## src/rtl/spi_sample_buffer.sv

```systemverilog
// spi_sample_buffer
//   First-word-fall-through buffer for words coming out of an SPI RX shift
//   register. A word is captured on the rising edge of Data_Ready. The head
//   word is presented on Sample_Data/Sample_Valid and is consumed with
//   Sample_Ready. If a capture arrives while the buffer is full and no word
//   leaves in the same cycle, the new word is dropped and the sticky Overflow
//   flag is set.
//
//   Optional feature macro: SAMPLE_TIMESTAMP_EN
//     When defined, a free-running 16-bit cycle counter is stored with each
//     captured word and presented on Sample_Timestamp, aligned with
//     Sample_Data.
//
//   Ports
//     clk              in   rising-edge clock
//     reset_b          in   asynchronous active-low reset
//     RX_Data          in   [DATA_WIDTH] word from the SPI RX shift register
//     Data_Ready       in   word-complete strobe (edge detected)
//     Sample_Data      out  [DATA_WIDTH] head-of-buffer word (0 when empty)
//     Sample_Valid     out  Sample_Data holds a valid word
//     Sample_Ready     in   consumer accepts the head word
//     Fill_Level       out  [log2(DEPTH)+1] number of stored words
//     Overflow         out  sticky dropped-word flag
//     Overflow_Clear   in   synchronous clear of Overflow
//     Sample_Timestamp out  [16] capture-cycle count of the head word
//                           (only with SAMPLE_TIMESTAMP_EN)
module spi_sample_buffer #(
    parameter int DATA_WIDTH = 16,
    parameter int DEPTH      = 16
) (
    input  logic                    clk,
    input  logic                    reset_b,
    input  logic [DATA_WIDTH-1:0]   RX_Data,
    input  logic                    Data_Ready,
    output logic [DATA_WIDTH-1:0]   Sample_Data,
    output logic                    Sample_Valid,
    input  logic                    Sample_Ready,
    output logic [$clog2(DEPTH):0]  Fill_Level,
    output logic                    Overflow,
    input  logic                    Overflow_Clear
`ifdef SAMPLE_TIMESTAMP_EN
    ,
    output logic [15:0]             Sample_Timestamp
`endif
);

    localparam int AW = $clog2(DEPTH);
    localparam int FW = AW + 1;

    if (DEPTH < 2 || (DEPTH & (DEPTH - 1)) != 0) begin : g_bad_depth
        $error("spi_sample_buffer: DEPTH must be a power of two and at least 2");
    end

    // Control state
    logic          dr_prev_q, dr_prev_d;
    logic [AW-1:0] wr_ptr_q, wr_ptr_d;
    logic [AW-1:0] rd_ptr_q, rd_ptr_d;
    logic [FW-1:0] fill_q, fill_d;
    logic          overflow_q, overflow_d;

    // Word storage (not reset; validity is tracked by fill_q)
    logic [DATA_WIDTH-1:0] mem_q [DEPTH];

    logic capture;
    logic pop;
    logic full;
    logic wr_en;
    logic drop;
    logic valid;

    always_comb begin
        valid   = (fill_q != '0);
        full    = (fill_q == FW'(DEPTH));
        capture = Data_Ready & ~dr_prev_q;
        pop     = valid & Sample_Ready;
        // A full buffer still accepts a word when the head leaves the same
        // cycle: the slot being written is the one being vacated.
        wr_en   = capture & (~full | pop);
        drop    = capture & full & ~pop;
    end

    always_comb begin
        dr_prev_d  = Data_Ready;
        wr_ptr_d   = wr_ptr_q;
        rd_ptr_d   = rd_ptr_q;
        fill_d     = fill_q;
        overflow_d = overflow_q;

        if (wr_en) begin
            wr_ptr_d = wr_ptr_q + AW'(1);
        end
        if (pop) begin
            rd_ptr_d = rd_ptr_q + AW'(1);
        end
        if (wr_en && !pop) begin
            fill_d = fill_q + FW'(1);
        end else if (pop && !wr_en) begin
            fill_d = fill_q - FW'(1);
        end

        // A drop in the same cycle as a clear leaves the flag set.
        if (drop) begin
            overflow_d = 1'b1;
        end else if (Overflow_Clear) begin
            overflow_d = 1'b0;
        end
    end

    always_ff @(posedge clk or negedge reset_b) begin
        if (!reset_b) begin
            dr_prev_q  <= 1'b0;
            wr_ptr_q   <= '0;
            rd_ptr_q   <= '0;
            fill_q     <= '0;
            overflow_q <= 1'b0;
        end else begin
            dr_prev_q  <= dr_prev_d;
            wr_ptr_q   <= wr_ptr_d;
            rd_ptr_q   <= rd_ptr_d;
            fill_q     <= fill_d;
            overflow_q <= overflow_d;
        end
    end

    always_ff @(posedge clk) begin
        if (wr_en) begin
            mem_q[wr_ptr_q] <= RX_Data;
        end
    end

    // Head word is read straight from storage; gating with valid forces zero
    // while empty or in reset, since storage itself is never cleared.
    assign Sample_Valid = valid;
    assign Sample_Data  = valid ? mem_q[rd_ptr_q] : '0;
    assign Fill_Level   = fill_q;
    assign Overflow     = overflow_q;

`ifdef SAMPLE_TIMESTAMP_EN
    logic [15:0] ts_cnt_q, ts_cnt_d;
    logic [15:0] ts_mem_q [DEPTH];

    always_comb begin
        ts_cnt_d = ts_cnt_q + 16'd1;
    end

    always_ff @(posedge clk or negedge reset_b) begin
        if (!reset_b) begin
            ts_cnt_q <= 16'd0;
        end else begin
            ts_cnt_q <= ts_cnt_d;
        end
    end

    // The stored stamp is the counter value during the capture cycle.
    always_ff @(posedge clk) begin
        if (wr_en) begin
            ts_mem_q[wr_ptr_q] <= ts_cnt_q;
        end
    end

    assign Sample_Timestamp = valid ? ts_mem_q[rd_ptr_q] : 16'd0;
`endif

endmodule

```

## config.mk

```make
export PLATFORM = sky130hd
export DESIGN_NAME = spi_sample_buffer
export DESIGN_NICKNAME = d
export VERILOG_FILES = /design/src/rtl/spi_sample_buffer.sv
export SDC_FILE = /design/constraint.sdc
export NUM_CORES = 1
export LEC_CHECK = 0
export BUFFER_PORTS_ARGS = -buffer_cell sky130_fd_sc_hd__buf_2
export CAP_MARGIN = 20
export CORE_MARGIN = 1.5
export CORE_UTILIZATION = 45
export DETAILED_ROUTE_END_ITERATION = 16
export PLACE_DENSITY = 0.67
export SETUP_SLACK_MARGIN = 0.5
export SLEW_MARGIN = 20
export SYNTH_ARGS = -nofsm -noshare
export SYNTH_HDL_FRONTEND = slang
export SYNTH_SLANG_ARGS = --single-unit
```

## constraint.sdc

```tcl
create_clock -name clk -period 4.7 [get_ports clk]
set_input_delay 0.235 -clock clk [delete_from_list [all_inputs] [get_ports clk]]
set_output_delay 0.235 -clock clk [all_outputs]
set_load 0.05 [all_outputs]
```

==> out/results.md <==
Status
- **outcome** completed

STA
- **final period demand of the worst path** 3.41 ns
- **worst-margin pin slew** 1.12 ns
- **Highest Clock Rate** 293 MHz
- **total of endpoints with negative setup slack in the final report** 0
- **Slew Viols, Final** 0
- **worst clock skew** 0.0101 ns
- **setup TNS** 0 ns
- **crit share post-route** 0.726
- **worst slew margin relative to its limit** 0.254
- **final hold violation count** 0
- **Final Hold Slack** 0.0780 ns
- **RSZ-0062 raised after global routing** false

Drt
- **total via count in the routed design** 4993
- **number of antenna-violating nets in the routed design** 0
- **final WL** 21400 um
- **Avg WL per Cell** 23.9 um
- **Post-route DRC** 0
- **drt via density** 5.58
- **DRC marker count from the first detailed-route iteration** 447
- **detailed-routing iteration count for the pre-antenna-repair pass** 4

Yosys
- **Ys Warns** 0
- **count of flip-flops with a built-in enable after synthesis** 256
- **flip-flop and latch count after synthesis** 271
- **Main synth FF type** sky130_fd_sc_hd__edfxtp_1
- **top post-synthesis cells by area** sky130_fd_sc_hd__edfxtp_1 72%, sky130_fd_sc_hd__mux4_2 14%, sky130_fd_sc_hd__dfrtp_1 3.5%
- **biggest area consumer among synthesized cells** sky130_fd_sc_hd__edfxtp_1
- **number of unique standard cell types used by synthesis** 33
- **netlist area before placement** 0.0106 mm^2
- **synthesized net count** 522
- **fraction of synthesized cell area taken by the top area cell type** 0.724
- **share of the yosys chip area belonging to registers** 0.759
- **async set-reset flop share out of synthesis** 0.0554
- **synthesized area per cell** 21.6 um^2
- **instance count of the mapped netlist** 491

Pwr
- **worst ir drop on vdd** 0.564 mV
- **cell area power density** 622 mW/mm^2
- **Static Leakage** 3.92 nW

Critical path
- **count of cells along the worst register-to-register path** 8
- **reg-to-reg critical path endpoint** Fill_Level[4]$_DFFE_PN0P_
- **Critical Path Source** Fill_Level[0]$_DFFE_PN0P_
- **critical path peak fanout** 16
- **Reg2Reg Setup Slack** 1.41 ns
- **required time of the critical path** 4.47 ns
- **CP endpoint kind** output pin
- **endpoint of the worst setup timing path** Sample_Data[4]
- **Worst Path Class, Setup** reg2out
- **worst flop-to-flop path startpoint** Fill_Level[0]$_DFFE_PN0P_
- **critical path data arrival time** 3.18 ns
- **category of the worst setup path launch point** flip-flop

Clock network
- **Clock Sinks** 271
- **buffer levels on the longest clock path** 3
- **clock latency reported for the late side of the worst-skew pair** 0.53 ns
- **cell at the root of the clock tree** sky130_fd_sc_hd__clkbuf_16
- **total setup buffers inserted after CTS** 0
- **clock-pin slew on the worst setup and hold paths** 0.07 ns
- **TritonCTS clock tree** yes
- **number of levels the H-tree was split into** 1
- **cts bufs inserted** 27

Place
- **post-placement cell count** 844
- **Detail Placement HPWL** 12400 um
- **placer congestion estimate** 0.789
- **count of input and output buffers** 43

Global routing
- **global-route usage over all layers** 0.183
- **antenna violations before repair** 1
- **largest net degree at the start of global routing** 59
- **remaining global-route overflow** 0
- **wire length of the first global-routing pass** 32200 um
- **vias in the first global route** 5254

Worst hold path
- **worst min path class** in2reg

Layout
- **layout cell share with drive strength beyond 1** 0.343
- **number of nets in the finished design** 589
- **area added between synthesis and finish** 14.4%
- **fill count** 1777
- **non-filler instance count after layout** 895

Floorplanning
- **Die Span X** 157 um
- **Initial Util** 0.455
- **row count** 56
- **Die Outline Area** 0.0245 mm^2
- **area of the core** 0.0233 mm^2
- **vertical die dimension** 157 um
- **IO Pins** 44

Job
- **number of max-cap violations** 0

-- logic make-up (layout without fill, tap and decap cells) --
kind of cell / Yosys count / in the layout / synth area share
AO/OA/AOI/OAI: 32 / 32 / 0.0248
buffers and inverters: 29 / 113 / 0.0135
XOR/XNOR: 9 / 9 / 0.00742
multiplexers: 83 / 83 / 0.156
adder cells (fa/ha/maj): 10 / 10 / 0.0125
other: 0 / 1 / 0
flip-flops: 271 / 271 / 0.759
AND/OR/NAND/NOR: 57 / 57 / 0.0271
-- cell usage after synthesis (2+ instances only) --
library cell,instances
sky130_fd_sc_hd__edfxtp_1,256
sky130_fd_sc_hd__mux4_2,64
sky130_fd_sc_hd__mux2_2,18
sky130_fd_sc_hd__a221o_1,16
sky130_fd_sc_hd__nor2b_1,16
sky130_fd_sc_hd__dfrtp_1,15
sky130_fd_sc_hd__nor2_1,14
sky130_fd_sc_hd__nand2_1,11
sky130_fd_sc_hd__buf_2,10
sky130_fd_sc_hd__ha_1,9
sky130_fd_sc_hd__clkbuf_1,8
sky130_fd_sc_hd__nor3_1,7
sky130_fd_sc_hd__xnor2_1,7
sky130_fd_sc_hd__inv_1,5
sky130_fd_sc_hd__nand2b_1,4
sky130_fd_sc_hd__o21ai_0,4
sky130_fd_sc_hd__a21oi_1,3
sky130_fd_sc_hd__buf_1,3
sky130_fd_sc_hd__buf_6,3
sky130_fd_sc_hd__a21o_1,2
sky130_fd_sc_hd__nand3_1,2
sky130_fd_sc_hd__o21ai_1,2
sky130_fd_sc_hd__xor2_1,2
-- worst max-delay path, stage by stage (launching register included) --
cell                       delay (ns)
sky130_fd_sc_hd__dfrtp_1         0.46
sky130_fd_sc_hd__or4_4           0.60
sky130_fd_sc_hd__o211ai_2        0.88
sky130_fd_sc_hd__nor2b_1         0.14
sky130_fd_sc_hd__a221o_1         0.34
sky130_fd_sc_hd__buf_2           0.22
-- per-layer routing --
metal  part of all wire  global-route usage
met5                  0                   0
met3              0.052              0.0341
met4              0.030              0.0671
met2               0.49               0.296
met1               0.42               0.250
-- cells in the final DEF, fill, tap and decap left out, drive strengths merged, types with 2 or more instances in the layout --
master	instances
nand2	11
mux2	18
clkbuf	31
inv	6
nand2b	4
a21oi	3
nor3	7
nand3	2
a21o	2
dfrtp	15
ha	9
dlygate4sd3	4
xnor2	7
a221o	16
o21ai	6
buf	58
clkinv	12
nor2b	16
edfxtp	256
nor2	14
mux4	64
xor2	2
-- flip-flops by register name (all words and copies together), names as in the netlist --
| name | count |
|---|---|
| mem_q | 256 |
| Overflow | 1 |
| Fill_Level | 5 |
| wr_ptr_q | 4 |
| rd_ptr_q | 4 |
| dr_prev_q | 1 |
-- how the worst min path moves through the flow --
stage / slack, ns / start / cells past startpoint / endpoint
after CTS: 0.06 / RX_Data[13] / 1 / mem_q[0][13]$_DFFE_PP_
after detailed placement: 0.18 / reset_b / 1 / wr_ptr_q[1]$_DFFE_PN0P_
after global routing: 0.08 / RX_Data[13] / 1 / mem_q[2][13]$_DFFE_PP_
after floorplan: -0.06 / reset_b / 0 / Fill_Level[0]$_DFFE_PN0P_
after global placement: 0.17 / reset_b / 1 / rd_ptr_q[1]$_DFFE_PN0N_
final: 0.08 / RX_Data[13] / 1 / mem_q[2][13]$_DFFE_PP_
-- layout make-up --
class	count	area (um^2)	share of cell area
sequential	271	8070	0.664
multi-input combinational	191	2510	0.206
clock buffer	31	691	0.0568
tap	319	399	0.0328
timing repair buffer	62	368	0.0303
clock inverter	15	98.8	0.00813
inverter	5	18.8	0.00154
antenna	1	2.50	0.000206
-- power by group --
part,internal [W],switching [W],total (W)
registers,0.00282,0.000282,0.00310
clock network,0.00110,0.000842,0.00194
logic,0.00103,0.00149,0.00252
total,0.00494,0.00262,0.00756
-- what timing repair did --
action                    in CTS  in global routing
hold buffers                   4                  0
hold endpoints to repair      17                  0
resized for setup              0                  0
-- metrics by stage --
stage	utilization	setup slack, ns	power, W	cell area (um^2)
CTS	0.520	1.25	0.00761	12100
global placement	0.484	1.66	0.00562	11300
detailed placement	0.484	1.47	0.00568	11300
global route	0.521	1.13	0.00786	12200
finish	0.521	1.29	0.00756	12200
floorplan	-	1.50	0.00502	10600
(Power assumes the default switching activity.)
